===== src/rtl/pcm_i2s_tx_if.sv =====
// Signal bundle between the PCM sample source and the I2S transmitter:
// held sample/mute inputs plus the serial, HDMI-side and timing outputs.
interface pcm_i2s_tx_if #(
  parameter int AUDIO_BITS = 16
);
  logic [AUDIO_BITS-1:0] pcm_l;
  logic [AUDIO_BITS-1:0] pcm_r;
  logic                  mute;
  logic                  bclk;
  logic                  lrclk;
  logic                  sdata;
  logic [AUDIO_BITS-1:0] pcm_out;
  logic                  clken;
  logic                  acr;

  modport master (
    output pcm_l, pcm_r, mute,
    input  bclk, lrclk, sdata, pcm_out, clken, acr
  );

  modport slave (
    input  pcm_l, pcm_r, mute,
    output bclk, lrclk, sdata, pcm_out, clken, acr
  );
endinterface


===== src/rtl/pcm_i2s_tx.sv =====
// I2S (Philips) transmitter running off MCLK = 256 x fs: 64 bit-clock slots per
// frame, one frame-rate clock enable and an ACR pulse every ACR_FRAMES frames.
module pcm_i2s_tx #(
  parameter int AUDIO_BITS = 16,
  parameter int ACR_FRAMES = 48
) (
  input  logic         clk,
  input  logic         reset,
  pcm_i2s_tx_if.slave  bus
);
  localparam logic [7:0] ACR_LAST = 8'(ACR_FRAMES - 1);

  logic [1:0]            d;
  logic [1:0]            d_nxt;
  logic [5:0]            b;
  logic [5:0]            b_nxt;
  logic [AUDIO_BITS-1:0] shadow_l;
  logic [AUDIO_BITS-1:0] shadow_r;
  logic [AUDIO_BITS-1:0] shadow_l_nxt;
  logic [AUDIO_BITS-1:0] shadow_r_nxt;
  logic [AUDIO_BITS-1:0] word_sel;
  logic [AUDIO_BITS-1:0] word_shift;
  logic [7:0]            frame_cnt;
  logic                  latch_now;
  logic                  bclk_q;
  logic                  lrclk_q;
  logic                  sdata_q;
  logic                  clken_q;
  logic                  acr_q;
  logic                  bclk_nxt;
  logic                  lrclk_nxt;
  logic                  sdata_nxt;
  logic                  clken_nxt;
  logic                  acr_nxt;

  // Outputs are registered from the counter/shadow values of the coming cycle,
  // so each output flop shows exactly what belongs to the current (d,b).
  always_comb begin
    d_nxt        = d + 2'd1;
    b_nxt        = (d == 2'd3) ? b + 6'd1 : b;
    latch_now    = (d == 2'd3) && (b == 6'd63);
    shadow_l_nxt = shadow_l;
    shadow_r_nxt = shadow_r;
    if (latch_now) begin
      shadow_l_nxt = bus.mute ? '0 : bus.pcm_l;
      shadow_r_nxt = bus.mute ? '0 : bus.pcm_r;
    end
    word_sel   = b_nxt[5] ? shadow_r_nxt : shadow_l_nxt;
    // Bits at or beyond AUDIO_BITS shift out to zero, padding the slot tail.
    word_shift = word_sel << b_nxt[4:0];
    bclk_nxt   = d_nxt[1];
    lrclk_nxt  = (b_nxt >= 6'd31) && (b_nxt <= 6'd62);
    sdata_nxt  = word_shift[AUDIO_BITS-1];
    clken_nxt  = (d_nxt == 2'd3) && (b_nxt == 6'd63);
    acr_nxt    = clken_nxt && (frame_cnt == ACR_LAST);
  end

  always_ff @(posedge clk) begin
    if (reset) begin
      d         <= '0;
      b         <= '0;
      shadow_l  <= '0;
      shadow_r  <= '0;
      frame_cnt <= '0;
      bclk_q    <= 1'b0;
      lrclk_q   <= 1'b0;
      sdata_q   <= 1'b0;
      clken_q   <= 1'b0;
      acr_q     <= 1'b0;
    end else begin
      d        <= d_nxt;
      b        <= b_nxt;
      shadow_l <= shadow_l_nxt;
      shadow_r <= shadow_r_nxt;
      bclk_q   <= bclk_nxt;
      lrclk_q  <= lrclk_nxt;
      sdata_q  <= sdata_nxt;
      clken_q  <= clken_nxt;
      acr_q    <= acr_nxt;
      if (latch_now) begin
        frame_cnt <= (frame_cnt == ACR_LAST) ? 8'd0 : frame_cnt + 8'd1;
      end
    end
  end

  assign bus.bclk    = bclk_q;
  assign bus.lrclk   = lrclk_q;
  assign bus.sdata   = sdata_q;
  assign bus.clken   = clken_q;
  assign bus.acr     = acr_q;
  assign bus.pcm_out = shadow_l;
endmodule


===== src/flat_wrapper.sv =====
// flat-port wrapper written by rule: the top's interface ports become plain ports
module pcm_i2s_tx_flat 
#(
  parameter int AUDIO_BITS = 16,
  parameter int ACR_FRAMES = 48
)
  (clk, reset, bus_pcm_l, bus_pcm_r, bus_mute, bus_bclk, bus_lrclk, bus_sdata, bus_pcm_out, bus_clken, bus_acr);
  pcm_i2s_tx_if #(.AUDIO_BITS(AUDIO_BITS)) bus_i ();
  input  logic clk;
  input  logic reset;
  input wire logic [$bits(bus_i.pcm_l)-1:0] bus_pcm_l;
  input wire logic [$bits(bus_i.pcm_r)-1:0] bus_pcm_r;
  input wire logic [$bits(bus_i.mute)-1:0] bus_mute;
  output wire logic [$bits(bus_i.bclk)-1:0] bus_bclk;
  output wire logic [$bits(bus_i.lrclk)-1:0] bus_lrclk;
  output wire logic [$bits(bus_i.sdata)-1:0] bus_sdata;
  output wire logic [$bits(bus_i.pcm_out)-1:0] bus_pcm_out;
  output wire logic [$bits(bus_i.clken)-1:0] bus_clken;
  output wire logic [$bits(bus_i.acr)-1:0] bus_acr;
  assign bus_i.pcm_l = bus_pcm_l;
  assign bus_i.pcm_r = bus_pcm_r;
  assign bus_i.mute = bus_mute;
  assign bus_bclk = bus_i.bclk;
  assign bus_lrclk = bus_i.lrclk;
  assign bus_sdata = bus_i.sdata;
  assign bus_pcm_out = bus_i.pcm_out;
  assign bus_clken = bus_i.clken;
  assign bus_acr = bus_i.acr;
  pcm_i2s_tx #(.AUDIO_BITS(AUDIO_BITS), .ACR_FRAMES(ACR_FRAMES)) u_core (.clk(clk), .reset(reset), .bus(bus_i));
endmodule

===== config.mk =====
export PLATFORM = sky130hd
export DESIGN_NAME = pcm_i2s_tx_flat
export DESIGN_NICKNAME = d
export VERILOG_FILES = /design/src/rtl/pcm_i2s_tx_if.sv /design/src/rtl/pcm_i2s_tx.sv /design/src/flat_wrapper.sv
export SDC_FILE = /design/constraint.sdc
export NUM_CORES = 1
export LEC_CHECK = 0
export CAP_MARGIN = 10
export CORE_UTILIZATION = 40
export CTS_CLUSTER_SIZE = 40
export DETAILED_ROUTE_END_ITERATION = 12
export PLACE_DENSITY = 0.73
export SYNTH_ARGS = -nofsm -noshare
export SYNTH_HDL_FRONTEND = slang
export SYNTH_SLANG_ARGS = --single-unit

===== constraint.sdc =====
create_clock -name clk -period 2.3 [get_ports clk]
set_clock_uncertainty 0.15 [all_clocks]
set_input_delay 0.23 -clock clk [delete_from_list [all_inputs] [get_ports clk]]
set_output_delay 0.23 -clock clk [all_outputs]
set_load 0.01 [all_outputs]

# Word-level counts from Yosys, hierarchy flattened
# Index checks and enable logic that the tools add are counted.
[classes]
add_sub_neg = 3
magnitude_cmp = 2
eq_ne = 5
shift = 1
n_mux = 7
n_reduce_logical = 4
[ops]
columns = ["operator", "count"]
rows = [
  ["$mux 16", 5],
  ["$shl 16x5->16", 1],
  ["$eq 6x6->1 const B", 2],
  ["$add 8x1->8 const B", 1],
  ["$eq 8x6->1 const B", 1],
  ["$mux 8", 1],
  ["$add 6x1->6 const B", 1],
  ["$ge 6x5->1 const B", 1],
  ["$le 6x6->1 const B", 1],
  ["$mux 6", 1],
  ["$eq 2x2->1 const B", 2],
  ["$logic_and 1x1->1", 4],
  ["$add 2x1->2 const B", 1],
]
[totals]
register_bits = 53
in_bits = 35
output_inout_bits = 21
word_cells = 32

# Longest topological paths before layout
# Gate-level depths: netlist of the first run.
[logic_depth]
ltp_word = 5
depth_mapped = 11
depth_no_buf = 8

# Least setup slack after synthesis of the first run
# OpenSTA, ideal clock, no wires.
[synth_timing]
path_type = "flip-flop to flip-flop"
from = "register u_core.bus.bclk (netlist name)"
to = "register u_core.sdata_q (netlist: u_core.bus.sdata)"
setup_time_ps = 120
arrival_ps = 2271
required_ps = 2030
slack_ps = -240
path_stages_with_launch = 12
path_buffers = 3
period_less_slack_ps = 2540
cell_sequence = "dfxtp_1 ha_1 buf_6 and3_4 and2_4 buf_6 buf_8 a31oi_1 mux4_2 mux2i_1 mux2_2 a211o_1"
[synth_rtl]
columns = ["element", "line", "source"]
rows = [
  ["to (signal assigned)", "pcm_i2s_tx.sv:77", "sdata_q <= sdata_nxt;"],
  ["to (decl)", "pcm_i2s_tx.sv:27", "logic sdata_q;"],
]

# Final worst setup path of the first run
[layout_timing]
from = "register u_core.b[0]"
to = "register u_core.sdata_q (netlist: u_core.bus.sdata)"
[layout_between]
elab_chain_len = 5
word_cells_on_any_way = 8
classes_between = "add/sub: 1; eq/ne: 1; shift: 1; mux: 4; reduce/logical: 1"
[layout_rtl]
columns = ["element", "line", "source"]
rows = [
  ["from (decl)", "pcm_i2s_tx.sv:15", "logic [5:0] b;"],
  ["from (signal assigned)", "pcm_i2s_tx.sv:72", "b <= b_nxt;"],
  ["branches (longest 4 deep; another with $add 6x1->6)", "-", ""],
  ["$shl 16x5->16 (*)", "pcm_i2s_tx.sv:50", "word_shift = word_sel << b_nxt[4:0];"],
]
# Mark *: on every way between the ends.
# A chain may end at the register's enable or synchronous reset.

==> results.py, run 1 <==
metrics = {
    "final_layout": {
        "n_antenna_cell": 0,
        "final_core_util": 0.667,
        "drive_gt1_frac": 0.291,
        "layout-area-overhead-vs-synth_pct": 60.2,
        "fin_nets": 402,
    },
    "global_routing": {
        "antenna_found_initial": 0,
        "grt_pass1_wl_um": 10300,
        "top_usage_layer": "met2",
        "met1_usage": 0.285,
        "gr-usage-met3": 0.0202,
        "grtUsageTotal": 0.208,
        "met2_usage": 0.349,
        "grt_pass1_vias": 2148,
        "grt_start_max_net_pins": 19,
        "grt-ovfl-total": 0,
    },
    "clock_network": {
        "ctsRootBufferMaster": "clkbuf_8",
        "insertion_delay_ns": 0.30,
        "path_clk_slew_ns": 0.10,
        "clock-sinks": 52,
        "cts_max_level": 2,
        "cts_tree": "yes",
        "numCtsBuffers": 5,
        "clock_path_buffers": 2,
    },
    "sta": {
        "final_max_slew_viol_count": 0,
        "timing.slew.headroom": 0.714,
        "min_period_ns": 2.38,
        "setup_ws_ns": -0.0801,
        "grt_setup_unrepaired": "yes",
        "max_freq_mhz": 420,
        "finalHoldViolations": 0,
        "setup_tns_ns": -0.0801,
        "tightestPinTransition_ns": 0.426,
        "post-route-period-util": 1.03,
        "setup_violations": 1,
    },
    "critical_path": {
        "crit_arrival_ns": 2.49,
        "worstSetupEndpointType": "register",
        "critPathTopFamily": "simple AND/OR/NAND/NOR gates",
        "cp_num_buf_inv": 1,
        "path_cells": "ha_1 -> and3_4 -> and2_4 -> buf_12 -> a31oi_1 -> mux4_2 -> nor2b_4 -> a2111oi_4 -> a211o_1",
        "cp-startpoint": "u_core.b[0]",
        "critical_path_class": "reg2reg",
        "slowest_stage": "mux4_2",
        "cp_max_fo": 8,
        "rr_startpoint": "u_core.b[0]",
        "cp.required_ns": 2.41,
        "critical-path-max-stage-delay_ns": 0.49,
        "start_kind": "register",
    },
    "power": {
        "peakVddDrop_v": 0.000258,
        "power_frac_comb": 0.112,
        "clockPowerShare": 0.361,
        "power_leakage_nw": 1.52,
        "pwr-share-seq": 0.527,
        "p_switching_mw": 0.392,
        "p_sw_frac": 0.227,
        "power_density_mw_per_mm2": 434,
        "intPower_mw": 1.33,
    },
    "drt": {
        "drtIter0Drc": 138,
        "drc": 0,
        "via_per_inst": 5.30,
        "drtPass1Iterations": 4,
        "ant_nets": 0,
        "wl_um": 6960,
        "vias": 2325,
        "wl_per_cell_um": 15.9,
    },
    "floorplanning": {
        "die_x_um": 80.8,
        "die_h_um": 80.8,
        "start_util": 0.417,
        "core_area_sq_mm": 0.00596,
        "dieArea_sq_mm": 0.00652,
        "rows": 28,
        "num_io_pins": 56,
    },
    "synth": {
        "syn_inst": 265,
        "yosysWarningCount": 0,
        "ys_top_cells_by_area": "dfxtp_1, nor2_1, a21boi_0",
        "synth_top_area_frac": 0.420,
        "ys_seq_area_frac": 0.420,
        "synth.cell_area_sq_mm": 0.00248,
        "synth_flop_cell": "dfxtp_1",
        "yosysTopAreaCell": "dfxtp_1",
        "synth-seq-cells": 52,
        "synth_nets": 304,
        "yosysUniqueCellTypes": 40,
        "synth_edf_count": 0,
        "postSynthAreaPerCell_sq_um": 9.36,
        "synthArstFlopShare": 0,
    },
    "outcome": {
        "status": "complete, but fails checks",
        "violations": "setup timing",
    },
    "placed_design": {
        "finalWeightedCongestion": 0.803,
        "post-dp-hpwl_um": 4920,
        "io_buffers": 55,
    },
    "worst_hold_path": {
        "min_path_type": "reg2reg",
        "hp-start": "u_core.shadow_r[15]",
    },
    "job": {
        "maxCapViolCount": 0,
    },
}
per-stage QoR:
stage	total power [mW]	hold slack (ns)	area, sq um	instances	setup WS [ns]
2_1_floorplan	1.01	0.248	2790	265	-0.167
3_3_place_gp	1.12	0.301	3740	426	-0.101
3_5_place_dp	1.12	0.317	3740	426	-0.0947
4_1_cts	1.73	0.337	3880	435	-0.0580
5_1_grt	1.78	0.366	3970	439	-0.166
6_report	1.73	0.332	3970	439	-0.0801
metal layers:
layer	up-vias	wire [um]	part of all wire
li1	1149	-	-
met1	1096	3170	0.46
met2	72	3430	0.49
met3	8	278	0.040
met4	0	79	0.011
met5	-	0	0
final timing paths:
path / endpoint / slack, ns / cells after the start
setup reg to reg: u_core.bus.sdata / -0.08 / 9
setup / recovery: u_core.bus.sdata / -0.08 / 9
hold reg to reg: u_core.shadow_r[15] / 0.33 / 2
hold / removal: u_core.shadow_r[15] / 0.33 / 2
cell type report:
| cell class | instances | area [sq um] |
|---|---|---|
| Fill cell | 474 | 1980 |
| Multi-Input combinational cell | 188 | 1610 |
| Timing Repair Buffer | 112 | 1100 |
| Sequential cell | 52 | 1050 |
| Tap cell | 75 | 93.8 |
| Clock buffer | 6 | 72.6 |
| Clock inverter | 2 | 35.0 |
| Inverter | 4 | 15.0 |
state kept, by name, summed over array words and instances, names as in the netlist:
| name | count |
|---|---|
| u_core.bus.lrclk | 1 |
| u_core.b | 6 |
| u_core.bus.clken | 1 |
| u_core.shadow_r | 16 |
| u_core.bus.pcm_out | 16 |
| u_core.d | 1 |
| u_core.bus.acr | 1 |
| u_core.bus.sdata | 1 |
| u_core.frame_cnt | 8 |
| u_core.bus.bclk | 1 |
power by group through the flow:
stage | Combinational (mW) | Sequential [mW] | Clock (mW)
3_3_place_gp | 0.190 | 0.930 | 0
2_1_floorplan | 0.0749 | 0.933 | 0
6_report | 0.193 | 0.909 | 0.623
3_5_place_dp | 0.190 | 0.930 | 0
5_1_grt | 0.205 | 0.910 | 0.666
4_1_cts | 0.191 | 0.909 | 0.633
layout by cell type (no fill, tap or decap), types with 3 or more instances in the layout:
master	n
a21boi_1	8
buf_12	6
nand3_1	5
clkdlybuf4s50_1	55
a21boi_0	12
ha_1	3
inv_1	3
o22ai_1	3
dfxtp_2	3
buf_4	46
dfxtp_1	48
nor2_1	45
nand4_1	5
nand2_1	8
and3_1	12
a31oi_4	17
mux4_2	6
clkbuf_8	5
xnor2_1	3
a21oi_1	14
buf_6	3
xor2_1	7
mux2i_1	11
repair_timing:
item,in CTS,in global routing
setup buffers,1,2
endpoints found under the setup margin,1,4
hold endpoints to repair,0,0
cloned,0,2
hold buffers,0,0
gates resized for setup,9,10
pin swaps,1,7
logic make-up (layout without fill, tap and decap cells):
family,Yosys count,in the layout,synth area share
xor gates and xnor gates,12,12,0.0454
adders and majority gates,4,4,0.0202
DFF,52,52,0.420
buffers and inverters,25,124,0.0570
AOI/OAI and AO/OA,65,65,0.177
muxes,19,19,0.108
and+or+nand+nor,88,88,0.173
synthesized netlist by cell type (6+ instances only):
| master | number |
|---|---|
| dfxtp_1 | 52 |
| mux4_2 | 6 |
| and3_1 | 13 |
| xor2_1 | 7 |
| a31oi_1 | 20 |
| clkbuf_1 | 9 |
| a21oi_1 | 15 |
| nand2_1 | 8 |
| a21boi_0 | 18 |
| nor2_1 | 45 |
| mux2i_1 | 11 |
tightest hold or removal path, cell delays in order, from the launching register on:
cell,delay [ns]
dfxtp_1,0.32
a21oi_1,0.06
nor2_1,0.07
Note: power is estimated with default switching activity, not from simulation.
==> run 2, diff against run 1 <==
--- a/config.mk
+++ b/config.mk
@@ -7,6 +7,7 @@
 export LEC_CHECK = 0
 export CAP_MARGIN = 10
 export CORE_UTILIZATION = 40
+export CTS_CLUSTER_DIAMETER = 150
 export CTS_CLUSTER_SIZE = 40
 export DETAILED_ROUTE_END_ITERATION = 12
 export PLACE_DENSITY = 0.73
==> results of run 2 <==
Final layout, timing and power as in run 1 (identical DEF).
